`src/rtl/can_reg_arb.sv`:
```
// can_reg_arb: two-master round-robin arbiter for a single CAN controller
// register port. Each master holds req until it sees its one-cycle ack.
// The FSM walks IDLE -> ACCESS -> (RD_WAIT) -> DONE -> IDLE.
//
// Handshake: a master raises mN_req_i with we/addr/wdata stable and holds it
// until mN_ack_o pulses. The ack is a single-cycle pulse, and read data is
// already valid on mN_rdata_o in the ack cycle. A req that is high in the
// cycle after the ack starts a new transaction.
module can_reg_arb #(
  parameter int RD_LAT = 1
) (
  input  logic       clk_i,
  input  logic       rst_i,
  input  logic       m0_req_i,
  input  logic       m0_we_i,
  input  logic [7:0] m0_addr_i,
  input  logic [7:0] m0_wdata_i,
  output logic       m0_ack_o,
  output logic [7:0] m0_rdata_o,
  input  logic       m1_req_i,
  input  logic       m1_we_i,
  input  logic [7:0] m1_addr_i,
  input  logic [7:0] m1_wdata_i,
  output logic       m1_ack_o,
  output logic [7:0] m1_rdata_o,
  output logic       reg_we_o,
  output logic       reg_re_o,
  output logic [7:0] reg_addr_o,
  output logic [7:0] reg_data_in_o,
  input  logic [7:0] reg_data_out_i,
  output logic       reg_rst_o,
  output logic [1:0] state_o
);

  localparam logic [1:0] S_IDLE    = 2'd0;
  localparam logic [1:0] S_ACCESS  = 2'd1;
  localparam logic [1:0] S_RD_WAIT = 2'd2;
  localparam logic [1:0] S_DONE    = 2'd3;

  localparam logic [2:0] LAT = 3'(RD_LAT);

  logic [1:0] r_state;
  logic       r_last;     // 1 = m1 was granted last
  logic       r_sel;      // current winner, 1 = m1
  logic       r_we;
  logic [7:0] r_addr;
  logic [7:0] r_wdata;
  logic [2:0] r_cnt;
  logic [7:0] r_rdata0;
  logic [7:0] r_rdata1;
  logic       r_reg_rst;

  logic       w_any_req;
  logic       w_grant_m1;
  logic       w_access;
  logic       w_done;

  // On a tie the master that was not granted last wins.
  assign w_any_req  = m0_req_i | m1_req_i;
  assign w_grant_m1 = (m0_req_i & m1_req_i) ? ~r_last : m1_req_i;

  // Main FSM: grant, strobe, optional read wait, completion.
  always_ff @(posedge clk_i) begin
    if (rst_i) begin
      r_state  <= S_IDLE;
      r_last   <= 1'b1;
      r_sel    <= 1'b0;
      r_we     <= 1'b0;
      r_addr   <= 8'h00;
      r_wdata  <= 8'h00;
      r_cnt    <= 3'd0;
      r_rdata0 <= 8'h00;
      r_rdata1 <= 8'h00;
    end else begin
      case (r_state)
        S_IDLE: begin
          if (w_any_req) begin
            r_sel   <= w_grant_m1;
            r_last  <= w_grant_m1;
            r_we    <= w_grant_m1 ? m1_we_i    : m0_we_i;
            r_addr  <= w_grant_m1 ? m1_addr_i  : m0_addr_i;
            r_wdata <= w_grant_m1 ? m1_wdata_i : m0_wdata_i;
            r_state <= S_ACCESS;
          end
        end
        S_ACCESS: begin
          if (r_we) begin
            r_state <= S_DONE;
          end else begin
            r_cnt   <= 3'd1;
            r_state <= S_RD_WAIT;
          end
        end
        S_RD_WAIT: begin
          if (r_cnt == LAT) begin
            if (r_sel) r_rdata1 <= reg_data_out_i;
            else       r_rdata0 <= reg_data_out_i;
            r_state <= S_DONE;
          end else begin
            r_cnt <= r_cnt + 3'd1;
          end
        end
        S_DONE: begin
          r_state <= S_IDLE;
        end
        default: begin
          r_state <= S_IDLE;
        end
      endcase
    end
  end

  // Register-port reset is a one-cycle delayed copy of the block reset.
  always_ff @(posedge clk_i) begin
    r_reg_rst <= rst_i;
  end

  // A reset in the strobe or ack cycle aborts the transaction, so the
  // strobes and acks are masked while rst_i is high.
  assign w_access = (r_state == S_ACCESS) & ~rst_i;
  assign w_done   = (r_state == S_DONE) & ~rst_i;

  assign reg_we_o      = w_access & r_we;
  assign reg_re_o      = w_access & ~r_we;
  assign reg_addr_o    = r_addr;
  assign reg_data_in_o = r_wdata;
  assign reg_rst_o     = r_reg_rst;

  assign m0_ack_o   = w_done & ~r_sel;
  assign m1_ack_o   = w_done & r_sel;
  assign m0_rdata_o = r_rdata0;
  assign m1_rdata_o = r_rdata1;

  assign state_o = r_state;

endmodule

```
`config.mk`:
```
export PLATFORM = sky130hd
export DESIGN_NAME = can_reg_arb
export DESIGN_NICKNAME = d
export VERILOG_FILES = /design/src/rtl/can_reg_arb.sv
export SDC_FILE = /design/constraint.sdc
export NUM_CORES = 1
export LEC_CHECK = 0
export ABC_CLOCK_PERIOD_IN_PS = 2400
export CAP_MARGIN = 20
export CORE_UTILIZATION = 45
export DETAILED_ROUTE_END_ITERATION = 10
export PLACE_DENSITY = 0.85
export SLEW_MARGIN = 20
export SYNTH_ARGS = -nofsm -noshare
export SYNTH_HDL_FRONTEND = slang
export SYNTH_SLANG_ARGS = --single-unit
```
`constraint.sdc`:
```
create_clock -name clk_i -period 2.4 [get_ports clk_i]
set_input_delay 0.24 -clock clk_i [delete_from_list [all_inputs] [get_ports clk_i]]
set_output_delay 0.24 -clock clk_i [all_outputs]
set_load 0.01 [all_outputs]
```
# Word-level counts from Yosys, hierarchy flattened
# Index checks and enable logic that the tools add are counted.
[totals]
ff_bits = 41
input_bits = 46
out_inout_bits = 39
word_cells = 49
[classes]
add_sub_neg = 1
n_eq_ne = 8
n_mux = 11
n_bitwise = 12
n_reduce_logical = 7
[op_table]
columns = ["operator", "n"]
rows = [
  ["$mux W8", 2],
  ["$reduce_and A3 Y1", 3],
  ["$ne A2 B2 Y1 const B", 4],
  ["$pmux W2 S4", 1],
  ["$and A1 B1 Y1", 7],
  ["$mux W3", 2],
  ["$pmux W3 S2", 1],
  ["$eq A2 B2 Y1 const B", 2],
  ["$mux W2", 2],
  ["$not A1 Y1", 4],
  ["$reduce_and A2 Y1", 2],
  ["$add A3 B1 Y3 const B", 1],
  ["$eq A3 B1 Y1 const B", 1],
  ["$mux W1", 3],
  ["$eq A2 B1 Y1 const B", 1],
  ["$logic_not A2 Y1", 1],
  ["$reduce_bool A2 Y1", 1],
  ["$or A1 B1 Y1", 1],
]

# Depth between registers and ports, before layout
[logic_depth]
word_depth = 3
mapped_depth = 7
ltp_nobuf = 5

# Least setup slack after synthesis
# OpenSTA, ideal clock, no wires.
[synth_timing]
path_kind = "register to register"
start = "register r_state[0] (netlist: state_o[0])"
end = "register r_state[0] (netlist: state_o[0])"
setup_time_ps = 112
arrival_time_ps = 1473
required_time_ps = 2288
path_slack_ps = 815
path_stages_with_launch = 6
n_path_buf = 0
period_less_slack_ps = 1585
cell_sequence = "dfxtp_1 > inv_1 > ha_1 > nor3b_1 > a21o_1 > a2111oi_1"
[synth_between]
elab_chain_cells = 3
elab_cells_between_ends = 8
[synth_lines]
columns = ["element", "line_no", "source"]
rows = [
  ["from (decl)", "42", "logic [1:0] r_state;"],
  ["from (signal assigned)", "65", "r_state <= S_IDLE;"],
  ["from (signal assigned)", "83", "r_state <= S_ACCESS;"],
  ["from (signal assigned)", "88", "r_state <= S_DONE;"],
  ["$eq A2 B2 Y1 or $logic_not A2 Y1 (tied branches)", "75", "case (r_state)"],
  ["$ne A2 B2 Y1 (no line)", "--", ""],
  ["$reduce_and A2 Y1 (no line)", "--", ""],
]
# Parallel ways exist; a longest one is shown, timed or not.
# A chain may end at the register's enable or synchronous reset.

# Worst setup path after layout
[layout_timing]
start = "register r_state[1] (netlist: state_o[1])"
end = "output port reg_we_o"
[layout_between]
elab_chain_cells = 3
[layout_lines]
columns = ["element", "line_no", "source"]
rows = [
  ["$eq A2 B1 Y1", "120", "assign w_access = (r_state == S_ACCESS) & ~rst_i;"],
  ["$and A1 B1 Y1", "120", ""],
  ["$and A1 B1 Y1", "123", "assign reg_we_o = w_access & r_we;"],
  ["to (decl)", "26", "output logic reg_we_o,"],
]
# Every way passes these cells.

==> impl_metrics.tcl <==
set metrics [dict create \
    hold_path_class "in -> reg" \
    grt_pass1_wl_um 7400 \
    p_leak_uw 0.00107 \
    first_global_vias 1691 \
    clk_latency_ns 0.29 \
    antenna_cells 0 \
    synth_ff_type "dfxtp_1" \
    gp_congestion 0.806 \
    ant_nets 0 \
    synth_seq_area_share 0.425 \
    max_cap_violations 0 \
    cts.path.max_buffers 2 \
    powerDensity_nw_per_um2 865 \
    synth_warnings 0 \
    fmax_mhz 503 \
    grt_max_degree 28 \
    wl_per_cell_um 12.9 \
    synthArstFlopShare 0 \
    fin_tns_setup_ns 0 \
    placed_area_um2 2750 \
    post-route-util 0.704 \
    ir_drop_mv 0.490 \
    num_vias 1807 \
    die_width_um 67.5 \
    cts_tree "yes" \
    arrival_ns 1.75 \
    die-area_um2 4550 \
    viasPerCell 5.19 \
    hold_violations 0 \
    synthCells 218 \
    dp.final_hpwl_um 3290 \
    crit_path_top_delay_cell "clkdlybuf4s50_1" \
    syn_area_um2 1930 \
    crit_required_ns 2.16 \
    grt_overflow 0 \
    setup_viol 0 \
    crit_chain "inv_1 > ha_1 > nand2_1 > nor2_1 > clkdlybuf4s50_1" \
    synth.avg_cell_area_um2 8.85 \
    cts_resized 0 \
    fin_crit_ns 1.99 \
    worstMarginPinSlew_ns 0.612 \
    drt_wl_total_um 4500 \
    cts_buffers 5 \
    rsz0062_at_grt "false" \
    postCtsHoldBufs 0 \
    synth_edf_count 0 \
    max_stage_delay_ns 0.54 \
    first_pass_iters 5 \
    initial_utilization 0.475 \
    grt_util_all_layers 0.215 \
    timing.final.crit_share 0.829 \
    relSlewSlack 0.592 \
    start_kind "flip-flop" \
    slew_violations 0 \
    num_rows 23 \
    finalInstanceArea_um2 2860 \
    nets 350 \
    antenna_found_initial 0 \
    fin_skew_ns 0.00525 \
    drive_gt1_frac 0.0872 \
    io_buffers 84 \
    syn_nets 271 \
    cp_max_fo 6 \
    postCtsSetupBuffers 0 \
    synthToLayoutAreaGrowth_pct 48.0 \
    critPathCaptureType "output port" \
    synth.distinct_cells 38 \
    finalPower_uw 2470 \
    status "complete, no violations" \
    io_pins 85 \
    path_clk_slew_ns 0.07 \
    post-route-drc-count 0 \
    cts.sinks 41 \
    critPathKind "reg -> out" \
    core_um2 4060 \
    drt_iter0_drc 99 \
    root_buffer "clkbuf_8" \
    die_y_um 67.5 \
    h-tree-depth 2 \
    synth_seq_cells 41 \
]
## sequential cells by signal, summed over array words and instances (netlist names)
| register | count |
|---|---|
| m0_rdata_o | 8 |
| m1_rdata_o | 8 |
| reg_addr_o | 8 |
| reg_data_in_o | 8 |
| r_cnt | 3 |
| state_o | 2 |
| r_last | 1 |
| r_sel | 1 |
| r_we | 1 |
| reg_rst_o | 1 |
## layer usage
layer,global-route usage,up-vias,part of all wire
met4,0.0745,0,0.012
met2,0.371,61,0.47
met5,0,-,0
met3,0.0828,6,0.079
met1,0.237,826,0.43
li1,-,914,-
## area by class of cell
type / instances / area [um^2]
Tap cell: 50 / 62.6
Timing Repair Buffer: 87 / 858
Multi-Input combinational cell: 158 / 997
Inverter: 4 / 15.0
Sequential cell: 41 / 821
Clock buffer: 7 / 96.3
Clock inverter: 1 / 5.00
Fill cell: 340 / 1200
## final timing paths
kind / slack (ns) / endpoint / cells past startpoint / from
hold / removal: 0.34 / reg_rst_o$_DFF_P_ / 1 / rst_i
setup / recovery: 0.41 / reg_we_o / 5 / state_o[1]$_SDFFE_PP0P_
setup reg to reg: 0.62 / r_we$_SDFFE_PP0P_ / 5 / state_o[0]$_SDFFE_PP0P_
hold reg to reg: 0.46 / m1_rdata_o[5]$_SDFFE_PP0P_ / 2 / m1_rdata_o[5]$_SDFFE_PP0P_
## logic make-up after synthesis
| logic type | Yosys count | synth area share |
|---|---|---|
| AOI/OAI and AO/OA | 58 | 0.221 |
| DFF | 41 | 0.425 |
| and+or+nand+nor | 84 | 0.204 |
| muxes | 9 | 0.0467 |
| buffers and inverters | 19 | 0.0577 |
| adders and majority gates | 7 | 0.0454 |
## metrics by stage
stage	hold WS (ns)	std cells	worst slack, ns
finish	0.343	348	0.411
global route	0.345	348	0.290
CTS	0.336	348	0.411
detailed placement	0.453	340	0.540
global placement	0.443	340	0.613
floorplan	0.268	218	0.815
## power breakdown
part,total (uW),switching [uW],internal (uW),leakage [uW]
combinational,1050,509,541,0.000681
clock,486,226,260,0.0000542
sequential,934,104,830,0.000336
## cell usage in the layout (no fill, tap or decap), drive strengths merged, types with 4 or more instances in the layout
| cell | instances |
|---|---|
| inv | 4 |
| nand2b | 4 |
| buf | 4 |
| nor3b | 4 |
| clkbuf | 7 |
| dfxtp | 41 |
| clkdlybuf4s50 | 83 |
| nand2 | 34 |
| ha | 7 |
| nor2 | 28 |
| a211oi | 18 |
| a21oi | 27 |
| mux2i | 9 |
## cell usage after synthesis (all sizes together), types with 4 or more instances
cell type,number,area (um^2)
buf,9,73.8
nand2,34,128
a211oi,18,180
mux2i,9,90.1
inv,4,15.0
nor3b,4,30.0
clkbuf,6,22.5
dfxtp,41,821
a21oi,27,135
nor2,28,105
nand2b,4,25.0
ha,7,87.6
## worst max-delay path: cells and delay by family, from the launching register on
kind | cells | cell delay, ns
simple gates | 2 | 0.24
fa+ha+maj | 1 | 0.20
buf+inv | 2 | 0.66
flops | 1 | 0.36
(Power assumes the default switching activity.)
